===== src/rtl/usr_seq_shifter.sv =====
// usr_seq_shifter: multi-cycle shift/rotate/load register, one bit per cycle under a three-state FSM
module usr_seq_shifter #(
  parameter int WIDTH = 32,
  parameter int AMT_W = 5
) (
  input  logic             clk,
  input  logic             rst,
  input  logic             start,
  input  logic [2:0]       mode,
  input  logic [AMT_W-1:0] amt,
  input  logic [WIDTH-1:0] load_val,
  input  logic             sin,
  output logic [WIDTH-1:0] dout,
  output logic             sout,
  output logic             busy,
  output logic             done
);
  typedef enum logic [1:0] {IDLE, SHIFT, DONE} state_t;
  localparam logic [2:0] M_LOAD = 3'd0;
  localparam logic [2:0] M_ROL  = 3'd3;
  localparam logic [2:0] M_ROR  = 3'd4;
  localparam logic [2:0] M_ASR  = 3'd5;
  localparam logic [2:0] M_SHL  = 3'd1;
  state_t           state_q, state_d;
  logic [WIDTH-1:0] dout_q, dout_d;
  logic             sout_q, sout_d;
  logic [AMT_W-1:0] cnt_q, cnt_d;
  logic [2:0]       mode_q, mode_d;
  logic             left, fill, is_shift;
  logic [WIDTH-1:0] step;
  assign left     = mode_q == M_SHL || mode_q == M_ROL;
  assign fill     = mode_q == M_ROL ? dout_q[WIDTH-1] :
                    mode_q == M_ROR ? dout_q[0] :
                    mode_q == M_ASR ? dout_q[WIDTH-1] : sin;
  assign step     = left ? {dout_q[WIDTH-2:0], fill} : {fill, dout_q[WIDTH-1:1]};
  assign is_shift = mode != M_LOAD && mode < 3'd6;
  always_comb begin
    state_d = state_q;
    dout_d  = dout_q;
    sout_d  = sout_q;
    cnt_d   = cnt_q;
    mode_d  = mode_q;
    if (state_q == IDLE && start) begin
      dout_d  = mode == M_LOAD ? load_val : dout_q;
      state_d = (is_shift && amt != '0) ? SHIFT : DONE;
      cnt_d   = (is_shift && amt != '0) ? amt : cnt_q;
      mode_d  = (is_shift && amt != '0) ? mode : mode_q;
    end else if (state_q == SHIFT) begin
      dout_d  = step;
      sout_d  = left ? dout_q[WIDTH-1] : dout_q[0];
      cnt_d   = cnt_q - 1'b1;
      state_d = cnt_q == AMT_W'(1) ? DONE : SHIFT;
    end else if (state_q == DONE) begin
      state_d = IDLE;
    end
  end
  always_ff @(posedge clk or negedge rst) begin
    if (!rst) begin
      state_q <= IDLE;
      dout_q  <= '0;
      sout_q  <= 1'b0;
      cnt_q   <= '0;
      mode_q  <= '0;
    end else begin
      state_q <= state_d;
      dout_q  <= dout_d;
      sout_q  <= sout_d;
      cnt_q   <= cnt_d;
      mode_q  <= mode_d;
    end
  end
  assign dout = dout_q;
  assign sout = sout_q;
  assign busy = state_q != IDLE;
  assign done = state_q == DONE;
endmodule


===== config.mk =====
export PLATFORM = sky130hd
export DESIGN_NAME = usr_seq_shifter
export DESIGN_NICKNAME = d
export VERILOG_FILES = /design/src/rtl/usr_seq_shifter.sv
export SDC_FILE = /design/constraint.sdc
export NUM_CORES = 1
export LEC_CHECK = 0
export BUFFER_PORTS_ARGS = -buffer_cell sky130_fd_sc_hd__buf_2
export CORE_MARGIN = 8
export CORE_UTILIZATION = 55
export CTS_BUF_LIST = sky130_fd_sc_hd__clkbuf_16
export CTS_CLUSTER_SIZE = 28
export DETAILED_ROUTE_END_ITERATION = 8
export PLACE_DENSITY = 0.95
export SYNTH_ARGS = -nofsm -noshare
export SYNTH_HDL_FRONTEND = slang
export SYNTH_SLANG_ARGS = --single-unit

===== constraint.sdc =====
create_clock -name clk -period 2.6 [get_ports clk]
set_input_delay 0.13 -clock clk [delete_from_list [all_inputs] [get_ports clk]]
set_output_delay 0.13 -clock clk [all_outputs]
set_load 0.01 [all_outputs]

== Yosys cells after proc, flatten, opt, wreduce, memory -nomap -nowiden ==
Index checks and enable logic that the tools add are counted.

* Bits in registers: 43
* Latch bits: 0
* Bits in writable memories: 0
* Bits in read-only memories: 0
* Input bits: 44
* Output and inout port bits: 35
* Memories: 0

* $add $sub $neg: 1
* Multiply operators: 0
* Div/mod/pow operators: 0
* $lt $le $gt $ge: 1
* Equal/unequal tests: 9
* Shifts and indexed selects: 0
* Mux-type cells: 16
* Bitwise operators: 1
* Reductions and logical operators: 15

{| class="wikitable"
|+ Operator list
! cell !! number
|-
| 32-bit two-way mux || 4
|-
| 5-bit two-way mux || 3
|-
| 2-bit two-way mux || 5
|-
| 2-bit AND reduction || 4
|-
| 3-bit == test, second input constant || 2
|-
| 3-bit nonzero test || 2
|-
| 5-bit by 1-bit == test with 1-bit output, second input constant || 1
|-
| 5-bit nonzero test || 1
|-
| 5-bit by 1-bit subtractor with 5-bit output, second input constant || 1
|-
| 1-bit two-way mux || 4
|-
| 2-bit by 1-bit != test with 1-bit output, second input constant || 2
|-
| 2-bit nonzero test || 2
|-
| 3-bit by 1-bit == test with 1-bit output, second input constant || 1
|-
| 3-bit by 2-bit == test with 1-bit output, second input constant || 1
|-
| 1-bit logical AND || 3
|-
| 3-bit logical NOT || 1
|-
| 3-bit < comparator, second input constant || 1
|-
| 2-bit by 1-bit == test with 1-bit output, second input constant || 1
|-
| 2-bit == test, second input constant || 1
|-
| 2-bit logical NOT || 1
|-
| 1-bit logical OR || 1
|-
| 1-bit inverter || 1
|}

== Longest topological paths before layout ==
Gate-level depths: netlist of the first run.

* Depth in word-level cells: 7
* Depth in mapped cells: 6
* Depth with buffers taken out: 5

== Worst setup path before layout of the first run ==
OpenSTA, ideal clock, no wires.

* Kind: register to register
* Start point: register state_q[1]
* End point: register cnt_q[3]
* Data arrival time: 1,440 ps
* Setup slack: 1,034 ps
* Cell stages (with the launch flop): 5
* Path through: dfrtp_1 or3b_1 buf_6 buf_6 a221o_2

* Word-level cells in the longest chain between the ends: 4
* Elaborated cells on any way between the ends: 7
* Those cells by class: eq/ne: 2; mux: 1; reduce/logical: 4

{| class="wikitable"
|+ Ends and longest elaborated chain
! item !! line !! RTL
|-
| from (decl) || 24 || <nowiki>state_t state_q, state_d;</nowiki>
|-
| from (signal assigned) || 65 || <nowiki>state_q <= state_d;</nowiki>
|-
| 2-bit logical NOT || 43 || <nowiki>if (state_q == IDLE && start) begin</nowiki>
|-
| 1-bit logical AND || 43 ||
|-
| 2-bit by 1-bit != test with 1-bit output (no line) / 2-bit nonzero test (equally long branches) || - ||
|-
| 2-bit AND reduction (no line) || - ||
|-
| to (signal assigned) || 68 || <nowiki>cnt_q <= cnt_d;</nowiki>
|-
| to (decl) || 27 || <nowiki>logic [AMT_W-1:0] cnt_q, cnt_d;</nowiki>
|}

Several ways; a longest one is shown, not always the timed one.
A chain may end at the register's enable or synchronous reset.

== Worst setup path in the final report of the first run ==
* Start point: register mode_q[0]
* End point: register dout_q[27] (netlist: dout[27])

* Word-level cells in the longest chain between the ends: 5
* Elaborated cells on any way between the ends: 6
* Those cells by class: eq/ne: 2; mux: 3; reduce/logical: 1

{| class="wikitable"
|+ Ends and longest elaborated chain
! item !! line !! RTL
|-
| from (decl) || 28 || <nowiki>logic [2:0] mode_q, mode_d;</nowiki>
|-
| from (signal assigned) || 69 || <nowiki>mode_q <= mode_d;</nowiki>
|-
| 3-bit by 1-bit == test with 1-bit output / 3-bit by 2-bit == test with 1-bit output (equally long branches) || 31 || <nowiki>assign left = mode_q == M_SHL || mode_q == M_ROL;</nowiki>
|-
| 1-bit logical OR (*) || 31 ||
|-
| 32-bit two-way mux (*) || 35 || <nowiki>assign step = left ? {dout_q[WIDTH-2:0], fill} : {fill, dout_q[WIDTH-1:1]};</nowiki>
|-
| 32-bit two-way mux (*) || 48 || <nowiki>end else if (state_q == SHIFT) begin</nowiki>
|-
| 32-bit two-way mux (*) || 43 ||
|-
| to (signal assigned) || 66 || <nowiki>dout_q <= dout_d;</nowiki>
|-
| to (decl) || 25 || <nowiki>logic [WIDTH-1:0] dout_q, dout_d;</nowiki>
|}

Every way passes the cells marked *; elsewhere a longest branch is shown, timed or not. The select of a mux whose other input is x is not followed.

==> impl_results.md, run 1 <==
* Outcome: complete, but fails checks
* Failing checks: negative hold slack
* Syn_nets at 293
* Layout Cells excl Fill at 371
* Core ar. at 4410 um2
* Total congestion overflow at 0
* Seq/Total Area, Yosys at 0.424
* Rel. slew slack at 0.373
* Fillcell total at 302
* Pwr per Cell Area at 1380 nW/um2
* First-pass GRT wire length at 10,800 um
* Routed WL at 6500 um
* Sequential share of power at 0.330
* Cells along the critical path: nor2b_4 > buf_12 > mux2i_1 > a211oi_1 > a21o_1
* Crit Path Max Fanout at 18
* Synth Instances at 247
* Asr flop ratio synth at 1.00
* Vias in the first global route at 2,221
* Synthesis-stage register bit count at 43
* Fmax at 530 MHz
* Unrepaired setup endpoints after global routing: false
* CP max stage delay at 0.58 ns
* Crit-path leading delay family: simple AND/OR/NAND/NOR gates
* Setup violators final at 0
* Full die area at 7050 um2
* CTS tree: done
* CTS buffer count at 5
* Clock-pin transition on the worst setup and hold timing paths at 0.06 ns
* Drt initial violations at 107
* Int Power at 2470 uW
* Pre-Repair DR Iteration Count at 4
* CP max stage cell: nor2b_4
* Critical Path AT at 2.06 ns
* Post-synth EDFFs at 0
* Worst Hold Class: in2async
* Synth cell types at 41
* Largest net degree at the start of global routing at 44
* H-tree lvl count at 2
* Top-level I/O count at 79
* Post-CTS Resized at 0
* Fin Hold WS at -0.00342 ns
* Layout cells sized above 1 at 0.326
* Area delta synth->final at 21.4%
* DRC at 0
* Design Power at 4240 uW
* Nets at 364
* Max Cap Violations at 0
* Starting density of the core at 0.575
* Clk pwr share at 0.138
* Clock Latency Late Sink at 0.28 ns
* Number of antenna diodes at 0
* Initial antenna violation count at 0
* WS Path Type: reg2reg
* Hold buffers post-CTS at 0
* GPL Wtd Cong at 0.816
* Maximum VDD drop at 0.731 mV
* Site Rows at 24
* Final Hold Fails at 2
* Detailed Place HPWL at 4680 um
* Inst Count DP at 363
* GRT Util Overall at 0.182
* Average cell area after synthesis at 10.3 um2
* Pre-CTS setup slack at 0.755 ns
* Final Critical Period at 1.89 ns
* Worst setup margin at 0.714 ns
* Vias per cell at 5.90
* Critical Path RT at 2.77 ns
* Vias at 2,190
* Die Span X at 83.9 um
* Type of origin of the critical path: flop
* Final Core Density at 0.698
* Buffers & Inverters on Critical Path at 1
* WL/cell at 17.5 um
* CP endpoint kind: flop
* Antenna viol nets, final at 0
* Logic pwr share at 0.531
* Buffers on Ports at 78
* Clock Skew at 0.00446 ns
* Clock buffer depth at 2
* Postcts setup bufs at 0
* Fin. max-slew vios at 0
* Final setup TNS at 0 ns
* Final worst-path cycle share at 0.725
* Leakage power at 0.00161 uW
* Ys flop type: dfrtp_1
* Slew @ Worst Pin at 0.941 ns
* Switching share of power at 0.418
* Synthesized cell area at 2540 um2
* Switching pwr at 1770 uW
* Synth warn at 0
* Die height at 83.9 um
* CTS Root Cell: clkbuf_16
* Clk sinks at 43
-- per-layer routing --
| metal | vias up | GRT usage | part of all wire |
|---|---|---|---|
| li1 | 1052 | - | - |
| met1 | 1063 | 0.223 | 0.42 |
| met2 | 60 | 0.302 | 0.52 |
| met3 | 15 | 0.0303 | 0.029 |
| met4 | 0 | 0.0895 | 0.029 |
| met5 | - | 0 | 0 |
-- registers in the layout, indices dropped and copies added (netlist names) --
register  cells
cnt_q         5
state_q       2
sout          1
mode_q        3
dout         32
-- layout make-up --
cell class	count	area, um2	area share
clock buffer	5	125	0.0406
clock inverter	3	11.3	0.00365
inverter	2	7.51	0.00244
multi-input combinational	183	1360	0.440
sequential	43	1080	0.349
tap	52	65.1	0.0211
timing repair buffer	83	440	0.143
-- through the flow --
step | hold slack [ns] | instance area, um2
after floorplan | -0.166 | 2540
after CTS | 0.0305 | 3080
after global routing | 0.0781 | 3080
final | -0.00342 | 3080
after global placement | 0.330 | 2950
after detailed placement | 0.327 | 2950
-- power by group through the flow --
| stage | logic [uW] | clock network [uW] | registers [uW] |
|---|---|---|---|
| 3_3_place_gp | 2160 | 0 | 1390 |
| 2_1_floorplan | 1570 | 0 | 1420 |
| 4_1_cts | 2270 | 600 | 1400 |
| 3_5_place_dp | 2250 | 0 | 1400 |
| 6_report | 2260 | 588 | 1400 |
| 5_1_grt | 2480 | 625 | 1450 |
-- Yosys cell counts (all sizes together) (2+ instances only) --
cell / instances / area (um2)
buf: 11 / 87.6
nor2: 34 / 128
dfrtp: 43 / 1080
inv: 2 / 7.51
nor4b: 2 / 17.5
ha: 2 / 25.0
a21o: 30 / 226
o31ai: 2 / 15.0
a211oi: 29 / 218
mux2i: 33 / 330
xor2: 2 / 17.5
o21ai: 6 / 33.8
a21oi: 4 / 20.0
nor3b: 2 / 15.0
nand2b: 3 / 26.3
nor2b: 4 / 25.0
mux2: 5 / 67.6
nand2: 9 / 33.8
clkbuf: 8 / 30.0
-- cell families (layout without fill, tap and decap cells) --
family / after synthesis / after routing / share of synthesized area
adders and majority gates: 2 / 2 / 0.00986
DFF: 43 / 43 / 0.424
AOI/OAI and AO/OA: 79 / 79 / 0.235
buffers and inverters: 21 / 93 / 0.0493
muxes: 38 / 38 / 0.157
and+or+nand+nor: 62 / 62 / 0.118
xor gates and xnor gates: 2 / 2 / 0.00690
-- path summary, 6_finish.rpt --
kind,startpoint,to,slack [ns],depth (start not counted)
setup / recovery,mode_q[0],dout[27],0.71,5
hold / removal,rst,dout[6],-0.003,1
setup reg to reg,mode_q[0],dout[27],0.71,5
hold reg to reg,sout,sout,0.50,2
max in group asynchronous,rst,dout[1],2.02,1
min in group clk,amt[4],cnt_q[4],0.09,3
-- placed cells by master (no fill, tap or decap), drive strengths merged, types with 2 or more instances in the layout --
cell | netlist | layout
nor4b | 2 | 2
a21o | 30 | 30
nand2b | 3 | 3
dfrtp | 43 | 43
clkinv | 0 | 2
a21oi | 4 | 4
nor2b | 4 | 4
nor3b | 2 | 2
clkbuf | 8 | 5
a211oi | 29 | 29
o31ai | 2 | 2
o21ai | 6 | 6
buf | 11 | 83
nor2 | 34 | 34
mux2 | 5 | 5
inv | 2 | 3
xor2 | 2 | 2
ha | 2 | 2
mux2i | 33 | 33
nand2 | 9 | 9
Power figures use the tool's default switching activity.
==> run 2: changes to the inputs <==
Settings changed: CORE_UTILIZATION 55 to 46, PLACE_DENSITY 0.95 to 0.86.
Clock period 2.6 ns to 1.7 ns, I/O delays scaled along.
==> run 2 against run 1 <==
- the flow now finishes without violations
- cell count increased by 7.8%
- via count increased by 0.73%
- core utilization decreased by 10 points
- register-to-register slack got worse by 0.60 ns
- sequential power increased by 52%
- critical endpoint is now cnt_q[3]
- largest cell class unchanged
- largest power group unchanged
==> impl_results.md, run 2 (synthesis gave the netlist of run 1 again) <==
* Outcome: completed (was complete, but fails checks)
* Vias in the first global route at 2,314 (was 2,221)
* Clock buffer depth at 2 (unchanged)
* Final worst-path cycle share at 0.931 (was 0.725)
* CTS buffer count at 5 (unchanged)
* Top-level I/O count at 79 (unchanged)
* Postcts setup bufs at 0 (unchanged)
* CTS Root Cell: clkbuf_16 (unchanged)
* Fillcell total at 460 (was 302)
* Pwr per Cell Area at 2050 nW/um2 (was 1380 nW/um2)
* Full die area at 8150 um2 (was 7050 um2)
* Fmax at 632 MHz (was 530 MHz)
* Final Hold Fails at 0 (was 2)
* Final Critical Period at 1.58 ns (was 1.89 ns)
* Critical Path AT at 1.74 ns (was 2.06 ns)
* Slew @ Worst Pin at 0.546 ns (was 0.941 ns)
* Drt initial violations at 100 (was 107)
* Clock-pin transition on the worst setup and hold timing paths at 0.05 ns (was 0.06 ns)
* Max Cap Violations at 0 (unchanged)
* WS Path Type: reg2reg (unchanged)
* Rel. slew slack at 0.631 (was 0.373)
* CP endpoint kind: flop (unchanged)
* Clock Skew at 0.00213 ns (was 0.00446 ns)
* Routed WL at 6720 um (was 6500 um)
* Site Rows at 27 (was 24)
* Clock Latency Late Sink at 0.28 ns (about the same)
* Maximum VDD drop at 1.01 mV (was 0.731 mV)
* Nets at 375 (was 364)
* Area delta synth->final at 27.2% (was 21.4%)
* Int Power at 3930 uW (was 2470 uW)
* Clk sinks at 43 (unchanged)
* Unrepaired setup endpoints after global routing: false (unchanged)
* GPL Wtd Cong at 0.775 (was 0.816)
* Sequential share of power at 0.320 (was 0.330)
* CP max stage delay at 0.47 ns (was 0.58 ns)
* Clk pwr share at 0.132 (was 0.138)
* Pre-Repair DR Iteration Count at 4 (unchanged)
* Die height at 90.3 um (was 83.9 um)
* WL/cell at 16.8 um (was 17.5 um)
* GRT Util Overall at 0.165 (was 0.182)
* Vias per cell at 5.52 (was 5.90)
* H-tree lvl count at 2 (unchanged)
* Type of origin of the critical path: flop (unchanged)
* Most frequent cells in the layout: buf_2 (78), dfrtp_1 (43), nor2_1 (34) (unchanged)
* Antenna viol nets, final at 0 (unchanged)
* Final setup TNS at 0 ns (unchanged)
* Area after DPL at 3060 um2 (was 2950 um2)
* Buffers on Ports at 78 (unchanged)
* Crit-path leading delay family: simple AND/OR/NAND/NOR gates (unchanged)
* Setup violators final at 0 (unchanged)
* Core ar. at 5410 um2 (was 4410 um2)
* Starting density of the core at 0.470 (was 0.575)
* Layout cells sized above 1 at 0.348 (was 0.326)
* Switching pwr at 2710 uW (was 1770 uW)
* Buffers & Inverters on Critical Path at 1 (unchanged)
* CP max stage cell: or3b_4 (was nor2b_4)
* Final Core Density at 0.597 (was 0.698)
* Total congestion overflow at 0 (unchanged)
* Fin. max-slew vios at 0 (unchanged)
* Number of antenna diodes at 0 (unchanged)
* Initial antenna violation count at 0 (unchanged)
* Final Cell Area at 3230 um2 (was 3080 um2)
* Crit Path Max Fanout at 15 (was 18)
* Die Span X at 90.3 um (was 83.9 um)
* Detailed Place HPWL at 4790 um (was 4680 um)
* Largest net degree at the start of global routing at 65 (was 44)
* Worst Hold Class: in2reg (was in2async)
* Switching share of power at 0.408 (was 0.418)
* Cells along the critical path: or3b_4 > buf_4 > a221o_2 (was nor2b_4 > buf_12 > mux2i_1 > a211oi_1 > a21o_1)
* Commonest non-fill, non-tap cell in the layout: buf_2 (unchanged)
* Fin Hold WS at 0.0459 ns (was -0.00342 ns)
* Critical Path RT at 1.86 ns (was 2.77 ns)
* DRC at 0 (unchanged)
* First-pass GRT wire length at 11,300 um (was 10,800 um)
* Max reg flops at 32 (unchanged)
* Leakage power at 0.00168 uW (was 0.00161 uW)
* Vias at 2,206 (was 2,190)
* Logic pwr share at 0.548 (was 0.531)
* CTS tree: done (unchanged)
[run 2: changes by cell type in the layout (fill, tap and decap cells not counted), sizes merged]
cell	change
clkbuf	+1
buf	+9
clkinv	-2
dlygate4sd3	+1
[run 2: worst paths after layout]
kind | start | end | slack, ns | depth (start not counted)
min in group asynchronous | rst | dout[19] | 0.32 | 2
hold reg to reg | sout | sout | 0.48 | 2
max in group asynchronous | rst | dout[9] | 0.87 | 3
setup / recovery | state_q[1] | cnt_q[3] | 0.12 | 3
hold / removal | amt[4] | cnt_q[4] | 0.05 | 3
setup reg to reg | state_q[1] | cnt_q[3] | 0.12 | 3
[run 2: what timing repair did]
| item | 4_1_cts | 5_1_grt |
|---|---|---|
| hold endpoints to repair | 19 | 0 |
| setup endpoints to repair | 0 | 8 |
| gates resized for setup | 0 | 1 |
| hold buffers | 1 | 0 |
[run 2: cell type report]
cell class / instances / area [um2] / area share
multi-input cells: 183 / 1360 / 0.421
flip-flops and latches: 43 / 1080 / 0.333
repair buffers: 94 / 568 / 0.176
clock buffers: 5 / 125 / 0.0387
well taps: 72 / 90.1 / 0.0279
inverters: 2 / 7.51 / 0.00232
clock inverters: 1 / 3.75 / 0.00116
[run 2: worst register-to-register path, cell delays in order (launching register included)]
cell and delay [ns]:
dfrtp_1 0.43, or3b_4 0.47, buf_4 0.21, a221o_2 0.36
[run 2: per-stage QoR]
| step | instances | setup WS (ns) | total power [uW] |
|---|---|---|---|
| 3_3_place_gp | 392 | 0.0984 | 5570 |
| 4_1_cts | 399 | 0.00996 | 6650 |
| 6_report | 400 | 0.118 | 6630 |
| 5_1_grt | 400 | 0.0638 | 7170 |
| 2_1_floorplan | 247 | 0.134 | 4580 |
| 3_5_place_dp | 392 | 0.0671 | 5730 |
[run 2: power by group through the flow]
| stage | Combinational [uW] | Sequential, uW | Clock (uW) |
|---|---|---|---|
| final | 3640 | 2130 | 873 |
| after global routing | 4020 | 2220 | 939 |
| after CTS | 3630 | 2130 | 889 |
| after detailed placement | 3600 | 2130 | 0 |
| after global placement | 3460 | 2100 | 0 |
| after floorplan | 2410 | 2180 | 0 |
[run 2: layer usage]
metal	GRT usage	vias up	routed length (um)
met1	0.201	1069	2940
li1	-	1071	-
met5	0	-	0
met2	0.278	53	3390
met4	0.0624	0	142
met3	0.0382	13	249
==> run 3: changes to the inputs <==
Settings changed: CORE_ASPECT_RATIO set to 1.4.
==> run 3 against run 2 <==
- routed wire length up 1.0%
- global-route usage hardly changed
- combinational power about the same
- non-clock buffer count is 1 lower
- hold slack worse by 0.022 ns
- cell count decreased by 0.75%
- sequential cell count unchanged
- critical endpoint is now dout[15]
- sequential power about the same
- clock-buffer cell count unchanged
- worst setup slack worse by 0.051 ns
- core utilization down 0.19 points
==> impl_results.md, run 3 (synthesis gave the netlist of run 1 again) <==
* Outcome: completed (unchanged)
* Total congestion overflow at 0 (unchanged)
* Pwr per Cell Area at 2090 nW/um2 (was 2050 nW/um2)
* Full die area at 8190 um2 (was 8150 um2)
* GRT Util Overall at 0.165 (about the same)
* Detailed Place HPWL at 4910 um (was 4790 um)
* Maximum VDD drop at 0.823 mV (was 1.01 mV)
* Number of antenna diodes at 0 (unchanged)
* Clk sinks at 43 (unchanged)
* WHS Endpoint: cnt_q[4] (unchanged)
* Critical Path RT at 1.88 ns (was 1.86 ns)
* Reg2reg end: dout[15] (was cnt_q[3])
* Commonest non-fill, non-tap cell in the layout: buf_2 (unchanged)
* Final Cell Area at 3220 um2 (was 3230 um2)
* Worst hold stages at 3 (unchanged)
* Drt initial violations at 225 (was 100)
* Fin. max-slew vios at 0 (unchanged)
* CTS buffer count at 5 (unchanged)
* Clock Latency Late Sink at 0.29 ns (was 0.28 ns)
* Top-level I/O count at 79 (unchanged)
* Postcts setup bufs at 0 (unchanged)
* Area after DPL at 3060 um2 (about the same)
* First-pass GRT wire length at 11,200 um (was 11,300 um)
* Layout cells sized above 1 at 0.353 (was 0.348)
* Die height at 104 um (was 90.3 um)
* Buffers on Ports at 78 (unchanged)
* Worst reg2reg path depth at 5 (was 3)
* WL/cell at 17.1 um (was 16.8 um)
* Final Hold Fails at 0 (unchanged)
* Rel. slew slack at 0.641 (was 0.631)
* Die Span X at 78.8 um (was 90.3 um)
* Max Cap Violations at 0 (unchanged)
* Final worst-path cycle share at 0.961 (was 0.931)
* Antenna viol nets, final at 0 (unchanged)
* CTS tree: done (unchanged)
* Final setup TNS at 0 ns (unchanged)
* Final Critical Period at 1.63 ns (was 1.58 ns)
* Max reg flops at 32 (unchanged)
* Clock-pin transition on the worst setup and hold timing paths at 0.06 ns (was 0.05 ns)
* Initial antenna violation count at 0 (unchanged)
* Largest net degree at the start of global routing at 65 (unchanged)
* Site Rows at 32 (was 27)
* Routed WL at 6780 um (was 6720 um)
* Fin Hold WS at 0.0241 ns (was 0.0459 ns)
* Area delta synth->final at 26.8% (was 27.2%)
* Starting density of the core at 0.470 (unchanged)
* Worst setup margin at 0.0664 ns (was 0.118 ns)
* Core ar. at 5410 um2 (unchanged)
* Leakage power at 0.00167 uW (was 0.00168 uW)
* Type of origin of the critical path: flop (unchanged)
* Worst hold start: amt[4] (unchanged)
* H-tree lvl count at 2 (unchanged)
* Slew @ Worst Pin at 0.532 ns (was 0.546 ns)
* CP endpoint kind: flop (unchanged)
* DRC at 0 (unchanged)
* GPL Wtd Cong at 0.818 (was 0.775)
* Most frequent cells in the layout: buf_2 (78), dfrtp_1 (43), nor2_1 (34) (unchanged)
* Unrepaired setup endpoints after global routing: false (unchanged)
* Crit Path Max Fanout at 39 (was 15)
* Vias at 2,305 (was 2,206)
* WS Path Type: reg2reg (unchanged)
* Worst reg-to-reg setup slack at 0.07 ns (was 0.12 ns)
* Worst Hold Class: in2reg (unchanged)
* Pre-Repair DR Iteration Count at 4 (unchanged)
* Launch point of the worst reg-to-reg path: state_q[0] (was state_q[1])
* Clock buffer depth at 2 (unchanged)
* Pre-CTS setup slack at 0.0644 ns (was 0.0671 ns)
* Design Power at 6740 uW (was 6630 uW)
* Clock Skew at 0.00737 ns (was 0.00213 ns)
* Critical Path AT at 1.81 ns (was 1.74 ns)
* Vias in the first global route at 2,363 (was 2,314)
* Fmax at 612 MHz (was 632 MHz)
* Nets at 374 (was 375)
* CTS Root Cell: clkbuf_16 (unchanged)
* Setup violators final at 0 (unchanged)
* Vias per cell at 5.81 (was 5.52)
-- run 3: cell types whose count changed in the layout (fill, tap and decap cells not counted), sizes merged --
| cell | previous run | this run |
|---|---|---|
| clkinvlp | 0 | 1 |
| clkbuf | 6 | 5 |
| clkinv | 0 | 1 |
-- run 3: stage by stage --
step	util	std cells
floorplan	-	247
global placement	0.566	388
detailed placement	0.566	388
CTS	0.594	397
global route	0.596	397
finish	0.596	397
-- run 3: timing repair --
item,CTS,global route
hold buffers,1,0
gates resized for setup,0,2
hold endpoints to repair,43,0
setup endpoints to repair,0,3
-- run 3: layout make-up --
class / instances / area [um2]
fillers: 435 / 2190
multi-input cells: 183 / 1360
flip-flops and latches: 43 / 1080
repair buffers: 93 / 547
clock buffers: 5 / 125
well taps: 68 / 85.1
clock inverters: 3 / 16.3
inverters: 2 / 7.51
-- run 3: where the power goes --
| group | internal (uW) | switching (uW) |
|---|---|---|
| combinational | 1860 | 1810 |
| clock | 536 | 390 |
| sequential | 1550 | 589 |
-- run 3: how the worst max path moves through the flow --
stage	start	to	slack, ns	cells past startpoint
finish	state_q[0]	dout[15]	0.07	5
global route	state_q[0]	dout[12]	0.003	5
CTS	state_q[1]	cnt_q[3]	0.02	5
detailed placement	state_q[1]	dout[7]	0.06	5
global placement	state_q[1]	dout[10]	0.12	5
floorplan	state_q[1]	cnt_q[3]	0.13	4
-- run 3: per-layer routing --
| metal | GRT usage | up-vias | wire, um |
|---|---|---|---|
| li1 | - | 1071 | - |
| met1 | 0.175 | 1138 | 2540 |
| met2 | 0.286 | 74 | 3510 |
| met3 | 0.0433 | 22 | 495 |
| met4 | 0.0918 | 0 | 235 |
| met5 | 0 | - | 0 |
-- run 3: critical path: stages (launching register included) --
cell	delay, ns
dfrtp_1	0.41
or3b_2	0.53
buf_12	0.20
nor2_1	0.14
a211oi_1	0.08
a21o_1	0.16
